### src/rtl/intersection_phase_scheduler_if.sv
// Sensor/request inputs and lamp/status outputs of the intersection phase scheduler.
interface intersection_phase_scheduler_if;
  logic       tick;
  logic       ns_car;
  logic       ew_car;
  logic       ped_req;
  logic       emg_req;
  logic       emg_dir;
  logic       ns_red;
  logic       ns_yellow;
  logic       ns_green;
  logic       ew_red;
  logic       ew_yellow;
  logic       ew_green;
  logic       ped_walk;
  logic       emg_active;
  logic [2:0] phase;

  // Controller side: drives the timebase, sensors and requests.
  modport master (
    output tick, ns_car, ew_car, ped_req, emg_req, emg_dir,
    input  ns_red, ns_yellow, ns_green, ew_red, ew_yellow, ew_green,
    input  ped_walk, emg_active, phase
  );

  // Scheduler side.
  modport slave (
    input  tick, ns_car, ew_car, ped_req, emg_req, emg_dir,
    output ns_red, ns_yellow, ns_green, ew_red, ew_yellow, ew_green,
    output ped_walk, emg_active, phase
  );
endinterface

### src/rtl/intersection_phase_scheduler.sv
// Two-approach intersection sequencer with pedestrian walk, all-red
// clearance and emergency preemption. Lamps decode directly from state.
module intersection_phase_scheduler #(
  parameter int unsigned CNT_W     = 8,
  parameter int unsigned GREEN_MIN = 10,
  parameter int unsigned GREEN_MAX = 40,
  parameter int unsigned YELLOW_T  = 4,
  parameter int unsigned ALLRED_T  = 2,
  parameter int unsigned WALK_T    = 8
) (
  input  logic                         clk,
  input  logic                         reset,
  intersection_phase_scheduler_if.slave bus
);

  typedef enum logic [2:0] {
    ALL_RED   = 3'd0,
    NS_GREEN  = 3'd1,
    NS_YELLOW = 3'd2,
    EW_GREEN  = 3'd3,
    EW_YELLOW = 3'd4,
    PED_WALK  = 3'd5
  } state_t;

  localparam logic DIR_NS = 1'b0;
  localparam logic DIR_EW = 1'b1;

  state_t           state_q, state_d;
  logic [CNT_W-1:0] timer_q, timer_d;
  logic             ns_pend_q, ns_pend_d;
  logic             ew_pend_q, ew_pend_d;
  logic             ped_pend_q, ped_pend_d;
  logic             last_dir_q, last_dir_d;

  logic   allred_exp, walk_exp, yellow_exp, gmin_ok, gmax_hit;
  logic   opp_pend, cur_pend, sel_dir;
  state_t sel_green, emg_green;

  // Timer expiry qualifiers; gmax_hit uses >= so a released preemption ends on the next tick.
  assign allred_exp = bus.tick && (timer_q == CNT_W'(ALLRED_T - 1));
  assign walk_exp   = bus.tick && (timer_q == CNT_W'(WALK_T - 1));
  assign yellow_exp = bus.tick && (timer_q == CNT_W'(YELLOW_T - 1));
  assign gmin_ok    = bus.tick && (timer_q >= CNT_W'(GREEN_MIN - 1));
  assign gmax_hit   = bus.tick && (timer_q >= CNT_W'(GREEN_MAX - 1));

  // Alternate approaches; stay on the last one only if it alone has demand.
  assign opp_pend  = (last_dir_q == DIR_EW) ? ns_pend_q : ew_pend_q;
  assign cur_pend  = (last_dir_q == DIR_EW) ? ew_pend_q : ns_pend_q;
  assign sel_dir   = (opp_pend || !cur_pend) ? ~last_dir_q : last_dir_q;
  assign sel_green = (sel_dir == DIR_NS) ? NS_GREEN : EW_GREEN;
  assign emg_green = (bus.emg_dir == DIR_NS) ? NS_GREEN : EW_GREEN;

  // State, timer, demand latches and last-served direction.
  always_ff @(posedge clk or posedge reset) begin
    if (reset) begin
      state_q    <= ALL_RED;
      timer_q    <= '0;
      ns_pend_q  <= 1'b0;
      ew_pend_q  <= 1'b0;
      ped_pend_q <= 1'b0;
      last_dir_q <= DIR_EW;
    end else begin
      state_q    <= state_d;
      timer_q    <= timer_d;
      ns_pend_q  <= ns_pend_d;
      ew_pend_q  <= ew_pend_d;
      ped_pend_q <= ped_pend_d;
      last_dir_q <= last_dir_d;
    end
  end

  // Next-state selection.
  always_comb begin
    state_d = state_q;
    case (state_q)
      ALL_RED: begin
        if (allred_exp) begin
          if (bus.emg_req)     state_d = emg_green;
          else if (ped_pend_q) state_d = PED_WALK;
          else                 state_d = sel_green;
        end
      end
      PED_WALK: begin
        if (bus.emg_req)   state_d = ALL_RED;
        else if (walk_exp) state_d = sel_green;
      end
      NS_GREEN: begin
        if (bus.emg_req) begin
          if (bus.emg_dir != DIR_NS) state_d = NS_YELLOW;
        end else if ((gmin_ok && (ew_pend_q || ped_pend_q)) || gmax_hit) begin
          state_d = NS_YELLOW;
        end
      end
      EW_GREEN: begin
        if (bus.emg_req) begin
          if (bus.emg_dir != DIR_EW) state_d = EW_YELLOW;
        end else if ((gmin_ok && (ns_pend_q || ped_pend_q)) || gmax_hit) begin
          state_d = EW_YELLOW;
        end
      end
      NS_YELLOW, EW_YELLOW: begin
        if (yellow_exp) state_d = ALL_RED;
      end
      default: state_d = ALL_RED;
    endcase
  end

  // Timer and latch updates; a latch is cleared while, or as, its phase is served.
  always_comb begin
    timer_d    = timer_q;
    last_dir_d = last_dir_q;
    if (state_d != state_q)           timer_d = '0;
    else if (bus.tick && ~&timer_q)   timer_d = timer_q + CNT_W'(1);
    ns_pend_d  = (state_q == NS_GREEN || state_d == NS_GREEN) ? 1'b0 : (ns_pend_q  | bus.ns_car);
    ew_pend_d  = (state_q == EW_GREEN || state_d == EW_GREEN) ? 1'b0 : (ew_pend_q  | bus.ew_car);
    ped_pend_d = (state_q == PED_WALK || state_d == PED_WALK) ? 1'b0 : (ped_pend_q | bus.ped_req);
    if (state_d == NS_GREEN) last_dir_d = DIR_NS;
    if (state_d == EW_GREEN) last_dir_d = DIR_EW;
  end

  // Lamp, walk and status decode.
  always_comb begin
    bus.ns_red    = 1'b1;
    bus.ns_yellow = 1'b0;
    bus.ns_green  = 1'b0;
    bus.ew_red    = 1'b1;
    bus.ew_yellow = 1'b0;
    bus.ew_green  = 1'b0;
    bus.ped_walk  = 1'b0;
    bus.phase     = 3'd0;
    case (state_q)
      NS_GREEN:  begin bus.ns_red = 1'b0; bus.ns_green  = 1'b1; bus.phase = 3'd1; end
      NS_YELLOW: begin bus.ns_red = 1'b0; bus.ns_yellow = 1'b1; bus.phase = 3'd2; end
      EW_GREEN:  begin bus.ew_red = 1'b0; bus.ew_green  = 1'b1; bus.phase = 3'd3; end
      EW_YELLOW: begin bus.ew_red = 1'b0; bus.ew_yellow = 1'b1; bus.phase = 3'd4; end
      PED_WALK:  begin bus.ped_walk = 1'b1; bus.phase = 3'd5; end
      default:   bus.phase = 3'd0;
    endcase
    bus.emg_active = bus.emg_req &&
                     ((state_q == NS_GREEN && bus.emg_dir == DIR_NS) ||
                      (state_q == EW_GREEN && bus.emg_dir == DIR_EW));
  end

endmodule

### src/flat_wrapper.sv
// flat-port wrapper written by rule: the top's interface ports become plain ports
module intersection_phase_scheduler_flat 
#(
  parameter int unsigned CNT_W     = 8,
  parameter int unsigned GREEN_MIN = 10,
  parameter int unsigned GREEN_MAX = 40,
  parameter int unsigned YELLOW_T  = 4,
  parameter int unsigned ALLRED_T  = 2,
  parameter int unsigned WALK_T    = 8
)
  (clk, reset, bus_tick, bus_ns_car, bus_ew_car, bus_ped_req, bus_emg_req, bus_emg_dir, bus_ns_red, bus_ns_yellow, bus_ns_green, bus_ew_red, bus_ew_yellow, bus_ew_green, bus_ped_walk, bus_emg_active, bus_phase);
  intersection_phase_scheduler_if bus_i ();
  input  logic clk;
  input  logic reset;
  input wire logic [$bits(bus_i.tick)-1:0] bus_tick;
  input wire logic [$bits(bus_i.ns_car)-1:0] bus_ns_car;
  input wire logic [$bits(bus_i.ew_car)-1:0] bus_ew_car;
  input wire logic [$bits(bus_i.ped_req)-1:0] bus_ped_req;
  input wire logic [$bits(bus_i.emg_req)-1:0] bus_emg_req;
  input wire logic [$bits(bus_i.emg_dir)-1:0] bus_emg_dir;
  output wire logic [$bits(bus_i.ns_red)-1:0] bus_ns_red;
  output wire logic [$bits(bus_i.ns_yellow)-1:0] bus_ns_yellow;
  output wire logic [$bits(bus_i.ns_green)-1:0] bus_ns_green;
  output wire logic [$bits(bus_i.ew_red)-1:0] bus_ew_red;
  output wire logic [$bits(bus_i.ew_yellow)-1:0] bus_ew_yellow;
  output wire logic [$bits(bus_i.ew_green)-1:0] bus_ew_green;
  output wire logic [$bits(bus_i.ped_walk)-1:0] bus_ped_walk;
  output wire logic [$bits(bus_i.emg_active)-1:0] bus_emg_active;
  output wire logic [$bits(bus_i.phase)-1:0] bus_phase;
  assign bus_i.tick = bus_tick;
  assign bus_i.ns_car = bus_ns_car;
  assign bus_i.ew_car = bus_ew_car;
  assign bus_i.ped_req = bus_ped_req;
  assign bus_i.emg_req = bus_emg_req;
  assign bus_i.emg_dir = bus_emg_dir;
  assign bus_ns_red = bus_i.ns_red;
  assign bus_ns_yellow = bus_i.ns_yellow;
  assign bus_ns_green = bus_i.ns_green;
  assign bus_ew_red = bus_i.ew_red;
  assign bus_ew_yellow = bus_i.ew_yellow;
  assign bus_ew_green = bus_i.ew_green;
  assign bus_ped_walk = bus_i.ped_walk;
  assign bus_emg_active = bus_i.emg_active;
  assign bus_phase = bus_i.phase;
  intersection_phase_scheduler #(.CNT_W(CNT_W), .GREEN_MIN(GREEN_MIN), .GREEN_MAX(GREEN_MAX), .YELLOW_T(YELLOW_T), .ALLRED_T(ALLRED_T), .WALK_T(WALK_T)) u_core (.clk(clk), .reset(reset), .bus(bus_i));
endmodule
### config.mk
export PLATFORM = sky130hd
export DESIGN_NAME = intersection_phase_scheduler_flat
export DESIGN_NICKNAME = d
export VERILOG_FILES = /design/src/rtl/intersection_phase_scheduler_if.sv /design/src/rtl/intersection_phase_scheduler.sv /design/src/flat_wrapper.sv
export SDC_FILE = /design/constraint.sdc
export NUM_CORES = 1
export LEC_CHECK = 0
export BUFFER_PORTS_ARGS = -buffer_cell sky130_fd_sc_hd__buf_2
export CORE_MARGIN = 5
export CORE_UTILIZATION = 55
export CTS_BUF_LIST = sky130_fd_sc_hd__clkbuf_8
export CTS_CLUSTER_DIAMETER = 100
export CTS_CLUSTER_SIZE = 10
export DETAILED_ROUTE_END_ITERATION = 10
export HOLD_SLACK_MARGIN = 0.06
export PLACE_DENSITY_LB_ADDON = 0.08
export SYNTH_ARGS = -nofsm -noshare
export SYNTH_HDL_FRONTEND = slang
export SYNTH_SLANG_ARGS = --single-unit
### constraint.sdc
create_clock -name clk -period 6.2 [get_ports clk]
set_input_delay 0.62 -clock clk [delete_from_list [all_inputs] [get_ports clk]]
set_output_delay 0.62 -clock clk [all_outputs]
set_load 0.05 [all_outputs]
## After elaboration in Yosys (flattened, before gate mapping)

Index checks and enable logic that the tools add are counted.
Widths: inputs -> output; s select.

- Bits of input ports: 8
- Logic and storage cells: 88
- Flip-flop bits (word level): 15

- Reductions and logical operators: 29
- Bitwise gates (word level): 5
- Magnitude comparators: 2
- Mux-type cells: 33
- Equality and inequality tests: 12
- Add/subtract/negate cells: 1

Operators with widths:

| operator | count |
|---|---|
| $mux 3 | 12 |
| $pmux 3 s5 | 2 |
| $mux 8 | 2 |
| $mux 1 | 15 |
| $logic_and 1x1->1 | 11 |
| $eq 3x2->1 const B | 3 |
| $eq 3x3->1 const B | 3 |
| $logic_or 1x1->1 | 9 |
| $add 8x1->8 const B | 1 |
| $eq 8x1->1 const B | 1 |
| $eq 8x2->1 const B | 1 |
| $eq 8x3->1 const B | 1 |
| $ge 8x4->1 const B | 1 |
| $ge 8x6->1 const B | 1 |
| $reduce_and 8->1 | 1 |
| $eq 3x1->1 const B | 2 |
| $reduce_or 2->1 | 3 |
| $mux 2 | 2 |
| $reduce_bool 2->1 | 2 |
| $logic_not 3->1 | 1 |
| $ne 3x3->1 | 1 |
| $or 1x1->1 | 3 |
| $logic_not 1->1 | 2 |
| $not 1->1 | 2 |

## Logic depth before layout (Yosys ltp)

Gate-level depths: netlist of run 1.

- Depth in word-level cells: 12
- Gate-level depth with buffers: 9
- Gate-level depth less buffers: 8

## Worst setup path before layout of run 1

No wires, ideal clock.

- Path type: register -> output
- Start: reg u_core.state_q[1]
- End: out bus_ns_red
- Arrival: 2.336 ns
- Setup slack: 3.244 ns
- Cell stages (with the launch flop): 4
- Cell sequence: dfrtp_1 -> inv_1 -> nor3_1 -> nor2_1

- Longest elaborated chain between the ends: 3
- Elaborated cells between the ends (all ways): 4
- Those cells by class: eq/ne (2); mux (1); reduce/logical (1)

Ends and longest elaborated chain:

| item | RTL line | source |
|---|---|---|
| from (decl) | intersection_phase_scheduler.sv:28 | `state_t state_q, state_d;` |
| from (signal assigned) | intersection_phase_scheduler.sv:63 | `state_q <= state_d;` |
| $eq 3x2->1 or $eq 3x1->1 (tied branches) | intersection_phase_scheduler.sv:131 | `case (state_q)` |
| $reduce_or 2->1 (no line) (*) | - |  |
| $mux 1 (*) | intersection_phase_scheduler.sv:131 |  |
| to (decl) | flat_wrapper.sv:21 | `output wire logic [$bits(bus_i.ns_red)-1:0] bus_ns_red;` |

Every way passes the cells marked *; elsewhere a longest branch is shown, timed or not.

## Final worst setup path of run 1

- Start: reg u_core.timer_q[0]
- End: reg u_core.timer_q[4]

- Longest elaborated chain between the ends: 9
- Elaborated cells between the ends (all ways): 31
- Those cells by class: add/sub (1); order compare (2); eq/ne (4); mux (11); reduce/logical (13)

Ends and longest elaborated chain:

| item | RTL line | source |
|---|---|---|
| from (decl) | intersection_phase_scheduler.sv:29 | `logic [CNT_W-1:0] timer_q, timer_d;` |
| from (signal assigned) | intersection_phase_scheduler.sv:64 | `timer_q <= timer_d;` |
| $ge 8x4->1 | intersection_phase_scheduler.sv:43 | `assign gmin_ok = bus.tick && (timer_q >= CNT_W'(GREEN_MIN - 1));` |
| $logic_and 1x1->1 | intersection_phase_scheduler.sv:43 |  |
| $logic_and 1x1->1, on equally long branches | intersection_phase_scheduler.sv:97, intersection_phase_scheduler.sv:90 |  |
| $logic_or 1x1->1, on equally long branches | intersection_phase_scheduler.sv:97, intersection_phase_scheduler.sv:90 |  |
| $mux 3, on equally long branches | intersection_phase_scheduler.sv:97, intersection_phase_scheduler.sv:90 |  |
| $mux 3, on equally long branches | intersection_phase_scheduler.sv:95, intersection_phase_scheduler.sv:88 |  |
| $pmux 3 s5 | intersection_phase_scheduler.sv:75 | `case (state_q)` |
| $ne 3x3->1 | intersection_phase_scheduler.sv:112 | `if (state_d != state_q) timer_d = '0;` |
| $mux 8 or $reduce_bool 2->1 (tied branches) | - |  |

Parallel ways exist; a longest one is shown, timed or not. The select of a mux whose other input is x is not followed.
A chain may end at the register's enable or synchronous reset.

==> results of run 1 <==
## critical path: stages, from the launching register on
cell and delay (ns):
dfrtp_1 0.40, ha_1 0.26, a211o_1 0.31, a21boi_0 0.29, o31ai_1 0.16, o311ai_0 0.42
a21boi_1 0.29, nor4_1 0.33
## area by class of cell
cell class | count | area [µm²]
multi-input combinational | 107 | 753
tap | 28 | 35.0
fill | 197 | 813
sequential | 15 | 377
clock inverter | 1 | 3.75
clock buffer | 3 | 41.3
inverter | 15 | 56.3
timing repair buffer | 18 | 90.1
## stage by stage
stage	utilization, %	power (mW)	worst slack [ns]	area [µm²]	hold slack (ns)
global route	62.5	0.597	3.43	1360	0.459
detailed placement	60.4	0.484	3.64	1310	0.465
finish	62.5	0.560	3.64	1360	0.421
global placement	60.4	0.480	3.70	1310	0.457
floorplan	-	0.438	3.24	1220	0.441
CTS	62.5	0.560	3.68	1360	0.433
## final timing paths
path                              startpoint                 to  cells past startpoint
min in group clk           u_core.last_dir_q  u_core.last_dir_q                      2
hold / removal                         reset   u_core.ns_pend_q                      2
setup / recovery           u_core.timer_q[0]  u_core.timer_q[4]                      7
max in group asynchronous              reset  u_core.last_dir_q                      2
hold reg to reg            u_core.last_dir_q  u_core.last_dir_q                      2
setup reg to reg           u_core.timer_q[0]  u_core.timer_q[4]                      7
## state kept, by name (all words and copies together) (netlist names)
| register | cells |
|---|---|
| u_core.ns_pend_q | 1 |
| u_core.timer_q | 8 |
| u_core.ped_pend_q | 1 |
| u_core.ew_pend_q | 1 |
| u_core.last_dir_q | 1 |
| u_core.state_q | 3 |
## cell usage in the layout (no fill, tap or decap), types with 2 or more instances in the layout
cell,count
nor4_1,12
inv_1,16
and3_1,4
buf_2,18
nor2_1,10
ha_1,6
nand2b_1,3
a31oi_1,2
clkbuf_8,3
xnor2_1,5
dfrtp_1,14
nand2_1,11
o31ai_1,4
nor3_1,3
o21ai_0,6
nand3_1,5
a21oi_1,7
## per-layer routing
| metal | global-route usage, % | wire length, µm | vias up |
|---|---|---|---|
| met4 | 5.63 | 19 | 0 |
| met3 | 2.49 | 312 | 4 |
| met1 | 28.7 | 1330 | 535 |
| met2 | 29.7 | 1370 | 67 |
| li1 | - | - | 563 |
| met5 | 0 | 0 | - |
## kinds of logic after synthesis
kind of cell	Yosys count	share of synthesized area [%]
buf+inv	21	7.19
mux	2	1.75
flops	15	30.9
xor+xnor	6	4.32
compound gates	36	22.9
simple gates	56	25.9
fa+ha+maj	7	6.99
## power by group through the flow
stage                     Combinational (mW)  Clock [mW]  Sequential [mW]
after floorplan                        0.294           0            0.144
after global placement                 0.320           0            0.160
after detailed placement               0.325           0            0.160
after CTS                              0.327      0.0748            0.158
after global routing                   0.352      0.0805            0.164
final                                  0.327      0.0730            0.160
==> impl_results.md, run 1 <==
* Yosys warns at 0
* Skew-Pair Late Insertion Delay at 0.24 ns
* Largest net degree at the start of global routing at 16
* PortBufs at 18
* Clock root buffer master: clkbuf_8
* Starting Density at 56.1%
* Ys flop type: dfrtp_1
* Clock power share at between 10% and 20%
* Status: finished, final reports clean
* Final hold vios at 0
* Clk sink count at 15
* Psw at 294 µW
* # IOs at 19
* Arrival @ worst endpoint at roughly 2.7 ns
* Critical path startpoint category: register
* First-pass GRT wire length at 5120 µm
* CP required at around 6.3 ns
* CTS resizes at 0
* DRC viols at 0
* Cells after Synth at 143
* Max VDD drop at 0.336 mV
* Sequential area share after synthesis at 30.9%
* Reg power frac at 28.5%
* DP HPWL at between 2000 and 2500 µm
* Grt total ovfl at 0
* Fin Setup TNS at 0 ns
* Power density over the cells at 413 nW/µm²
* R2R setup slack at between 3 and 4 ns
* Post-synth EDFFs at 0
* Library cells used by synthesis at 48
* Static leakage at approximately 0.63 nW
* # hold bufs at CTS at 0
* CTS max path bufs at 2
* Switching Share at 52.6%
* Gate power share at ~58%
* Crit. End Element: register
* Period utilization at 41.3%
* Post-synthesis register bit count at 15
* Top cells by count, synth: 15 x inv_1, 14 x dfrtp_1, 12 x nor4_1, 11 x nand2_1, 10 x nor2_1
* Die W at 57.0 µm
* Ys async rst share at 100%
* Normalized max-slew margin at 50.6%
* Chip Height at 57.0 µm
* CTS tree: done
* Post-CTS Setup Bufs at 0
* Pre-antenna DRT Iters at 4
* Gr usage total at 19.4%
* Slew @ Worst Pin at roughly 0.74 ns
* Mean Syn Cell Area at 8.51 µm²
* Antenna violations before repair at 0
* WL per Instance at 16.2 µm
* Top cells by area, synth: dfrtp_1 29%, ha_1 6.2%, nor4_1 6.2%
* H-tree depth at 1
* Layout Cells excl Fill at 187
* Pins over their slew limit at 0
* Syn_nets at 157
* Max cap viols at 0
* DR iter-0 viols at 78
* Die ar. at 3250 µm²
* Power Internal at 266 µW
* RSZ-0062 raised after global routing: false
* Layout cells sized above 1 at 17.6%
* Worst-path fanout max at 8
* Diode count at 0
* Setup Skew at 0.00183 ns
* Max frequency at just under 400 MHz
* Most common cell in the netlist: inv_1
* Area share of the largest cell type after synthesis at about 29%
* Post-Synthesis Cell Area at approximately 1200 µm²
* GPL Wtd Cong at about 0.94
* Post-route minimum period at 2.56 ns
* Overall via count from detail_route at around 1.2k
* Dominant cell type by area after synthesis: dfrtp_1
* Final setup violating endpoints at 0
* Vias in the first global route at 1,050
* Vias per cell at about 6.3
* Total Wirelength at about 3000 µm
* Core area at ~2200 µm²
* Clock buffer count from CTS at 3
* Antenna Violating Nets Remaining at 0
* Synth-to-layout area growth at 11.4%
* Cell Rows at 17
* Critical path class: reg -> reg
* Clock-pin slew on the worst setup and hold paths at 0.06 ns
* Placed cells at 183
* Final net count at 174
* Tightest Hold Check Type: in -> async
(Power assumes the default switching activity.)
==> run 2, diff against run 1 <==
--- a/config.mk
+++ b/config.mk
@@ -5,6 +5,7 @@
 export SDC_FILE = /design/constraint.sdc
 export NUM_CORES = 1
 export LEC_CHECK = 0
+export ABC_AREA = 1
 export BUFFER_PORTS_ARGS = -buffer_cell sky130_fd_sc_hd__buf_2
 export CORE_MARGIN = 5
 export CORE_UTILIZATION = 55
==> constraint.sdc (replaced) <==
create_clock -name clk -period 2.46 [get_ports clk]
set_input_delay 0.246 -clock clk [delete_from_list [all_inputs] [get_ports clk]]
set_output_delay 0.246 -clock clk [all_outputs]
set_load 0.05 [all_outputs]
==> run 2 against run 1 <==
Largest power group unchanged; clock power grew to 2.7 times the previous value; clock skew about the same; area after synthesis up 1.8%; synthesized cell count up 36%; largest cell class unchanged; first-iteration DRC count shrank 22%; routed wire length is 5.4% lower; sequential share of layout area is 1.2 points lower; count of clock-buffer cells in the layout is the same; global-route usage shrank 1.1 points; critical path depth down 1.
==> impl_results.md, run 2 <==
* GPL Wtd Cong at 0.897 (was 0.943)
* Vias in the first global route at 1,082 (was 1,050)
* Max reg flops at 8 (unchanged)
* Grt total ovfl at 0 (unchanged)
* Synth-to-layout area growth at 14.3% (was 11.4%)
* Starting Density at 56.6% (was 56.1%)
* First-pass GRT wire length at 4790 µm (was 5120 µm)
* Post-route minimum period at 1.97 ns
* Static leakage at 0.789 nW (was 0.632 nW)
* Top cells by count, synth: 52 x nand2_1, 33 x nor2_1, 30 x inv_1, 19 x nand3_1, 14 x dfrtp_1 (was 15 x inv_1, 14 x dfrtp_1, 12 x nor4_1, 11 x nand2_1, 10 x nor2_1)
* Final setup violating endpoints at 0 (unchanged)
* Period utilization at 80.3%
* Clk sink count at 15 (unchanged)
* CP required at 2.21 ns (was 6.33 ns)
* PortBufs at 18 (unchanged)
* Arrival @ worst endpoint at 1.73 ns (was 2.69 ns)
* Yosys warns at 0 (unchanged)
* Normalized max-slew margin at 62.0% (was 50.6%)
* DR iter-0 viols at 61 (was 78)
* Diode count at 0 (unchanged)
* Die W at 57.5 µm (was 57.0 µm)
* Final net count at 232 (was 174)
* CTS max path bufs at 2 (unchanged)
* Largest registers: u_core.timer_q: 8 flops, u_core.state_q: 3 flops (unchanged)
* Post-Synthesis Cell Area at 1240 µm² (was 1220 µm²)
* Slew @ Worst Pin at 0.569 ns (was 0.741 ns)
* Sequential area share after synthesis at 30.4% (was 30.9%)
* Crit-path cells: nor2_1, inv_1, nor2_2, inv_1, o21ai_1, buf_2 (was ha_1, a211o_1, a21boi_0, o31ai_1, o311ai_0, a21boi_1, nor4_1)
* Die ar. at 3300 µm² (was 3250 µm²)
* Largest delay share family, worst path: buffers and inverters (was compound AO/OA/AOI/OAI gates)
* Cells after Synth at 195 (was 143)
* Reg power frac at 26.5% (was 28.5%)
* CTS resizes at 0 (unchanged)
* R2R cell count at 14 (was 7)
* Tightest Hold Check Type: in -> async (unchanged)
* M1 GR Usage at 28.3% (was 28.7%)
* Most common cell after layout, fill and taps aside: nand2_1 (was buf_2)
* Mean Syn Cell Area at 6.36 µm² (was 8.51 µm²)
* Power density over the cells at 1040 nW/µm² (was 413 nW/µm²)
* Most frequent cells in the layout: 52 x nand2_1, 32 x nor2_1, 31 x inv_1 (was 18 x buf_2, 16 x inv_1, 14 x dfrtp_1)
* Reg2reg end: u_core.timer_q[6] (was u_core.timer_q[4])
* Worst path slowest cell: dfrtp_1 (was o311ai_0)
* Pins over their slew limit at 0 (unchanged)
* Vias per cell at 5.11 (was 6.25)
* Total Wirelength at 2870 µm (was 3030 µm)
* Power Internal at 662 µW (was 266 µW)
* Psw at 811 µW (was 294 µW)
* Final hold vios at 0 (unchanged)
* RSZ-0062 raised after global routing: false (unchanged)
* Delay of the slowest critical-path stage at 0.47 ns (was 0.42 ns)
* # IOs at 19 (unchanged)
* Max VDD drop at 0.811 mV (was 0.336 mV)
* Most frequent CP cell: inv_1
* Clock-pin slew on the worst setup and hold paths at 0.06 ns (about the same)
* Overall via count from detail_route at 1,252 (was 1,169)
* Setup Skew at 0.00177 ns (was 0.00183 ns)
* Post-synth EDFFs at 0 (unchanged)
* Gate power share at 60.1% (was 58.4%)
* R2R setup slack at 0.49 ns (was 3.64 ns)
* Worst-path fanout max at 6 (was 8)
* Crit. End Element: output port (was register)
* Antenna violations before repair at 0 (unchanged)
* Max cap viols at 0 (unchanged)
* Design Power at 1.47 mW (was 560 µW)
* Gr usage total at 18.3% (was 19.4%)
* Ys flop type: dfrtp_1 (unchanged)
* Status: finished, final reports clean (unchanged)
* CTS tree: done (unchanged)
* Fin Setup TNS at 0 ns (unchanged)
* Cell Rows at 17 (unchanged)
* Met2 Use GR at 26.8% (was 29.7%)
* CP bufs+invs at 3 (was 0)
* Library cells used by synthesis at 22 (was 48)
* Most common cell in the netlist: nand2_1 (was inv_1)
* Top cells by area, synth: dfrtp_1 28%, nand2_1 16%, nor2_1 10% (was dfrtp_1 29%, ha_1 6.2%, nor4_1 6.2%)
* H-tree depth at 1 (unchanged)
* DRC viols at 0 (unchanged)
* Clock buffer count from CTS at 3 (unchanged)
* Ys async rst share at 100% (unchanged)
* Dominant cell type by area after synthesis: dfrtp_1 (unchanged)
* Max frequency at 506 MHz
* WL per Instance at 11.7 µm (was 16.2 µm)
* Biggest register: u_core.timer_q (unchanged)
* Pre-antenna DRT Iters at 4 (unchanged)
* Clock power share at 13.4% (was 13.0%)
* Area share of the largest cell type after synthesis at 28.3% (was 28.8%)
* Switching Share at 55.1% (was 52.6%)
* Syn_nets at 209 (was 157)
* # hold bufs at CTS at 0 (unchanged)
* Critical path class: reg -> out (was reg -> reg)
* Reg2reg start: u_core.timer_q[0] (unchanged)
* Post-synthesis register bit count at 15 (unchanged)
* Layout cells sized above 1 at 19.8% (was 17.6%)
* Core area at 2190 µm² (was 2170 µm²)
* Largest net degree at the start of global routing at 16 (unchanged)
* DP HPWL at 2340 µm (was 2350 µm)
* Critical path startpoint category: register (unchanged)
* Clock root buffer master: clkbuf_8 (unchanged)
* Chip Height at 57.5 µm (was 57.0 µm)
* Most Used Layer, Global Route: met1 (was met2)
* Skew-Pair Late Insertion Delay at 0.25 ns (was 0.24 ns)
* Met3 usage at 2.04% (was 2.49%)
* Antenna Violating Nets Remaining at 0 (unchanged)
* Post-CTS Setup Bufs at 0 (unchanged)
## run 2: cell count changes after synthesis, moves of 5 or more
| cell | delta |
|---|---|
| inv_1 | +15 |
| nand2_1 | +41 |
| nand3_1 | +14 |
| nor2_1 | +23 |
| nor2_2 | +5 |
| nor4_1 | -12 |
| xnor2_1 | -5 |
## run 2: power by group through the flow
stage | logic [mW] | clock network, mW | registers, mW
6_report | 0.885 | 0.198 | 0.390
5_1_grt | 0.977 | 0.212 | 0.397
4_1_cts | 0.887 | 0.199 | 0.387
3_5_place_dp | 0.884 | 0 | 0.392
3_3_place_gp | 0.869 | 0 | 0.389
2_1_floorplan | 0.724 | 0 | 0.370
## run 2: logic make-up (layout without fill, tap and decap cells)
family                   Yosys count  in the layout  synth area share (%)
flip-flops                        15             15                  30.4
XOR/XNOR                           5              5                  3.53
adder cells (fa/ha/maj)            6              6                  6.05
AND/OR/NAND/NOR                  121            121                  43.6
AO/OA/AOI/OAI                     12             12                  5.15
buffers and inverters             36             58                  11.3
## run 2: layout make-up
cell class / instances / area (µm²)
Timing Repair Buffer: 19 / 97.6
Multi-Input combinational cell: 144 / 731
Sequential cell: 15 / 377
Clock inverter: 1 / 3.75
Tap cell: 28 / 35.0
Inverter: 35 / 133
Fill cell: 194 / 773
Clock buffer: 3 / 41.3
## run 2: routing by layer
layer	wire (µm)	vias to the layer above
met2	1180	47
met3	208	5
li1	-	641
met5	0	-
met4	42	0
met1	1440	559
## run 2: stage by stage
step	std cells	util (%)	instance area, µm²	hold slack (ns)	worst slack, ns
floorplan	195	-	1250	0.147	0.194
global placement	241	62.6	1370	0.314	0.474
detailed placement	241	62.6	1370	0.329	0.492
CTS	245	64.7	1420	0.0639	0.469
global route	245	64.7	1420	0.0980	0.208
finish	245	64.7	1420	0.0409	0.485
## run 2: worst max path at each step
stage               cells past startpoint  slack [ns]               from                end
floorplan                               5        0.19  u_core.state_q[1]     bus_emg_active
global placement                       14        0.47  u_core.timer_q[0]  u_core.timer_q[3]
detailed placement                     14        0.49  u_core.timer_q[0]  u_core.timer_q[3]
CTS                                    14        0.47  u_core.timer_q[0]  u_core.timer_q[3]
global route                           15        0.21  u_core.timer_q[0]   u_core.ew_pend_q
finish                                  6        0.49  u_core.state_q[1]     bus_emg_active
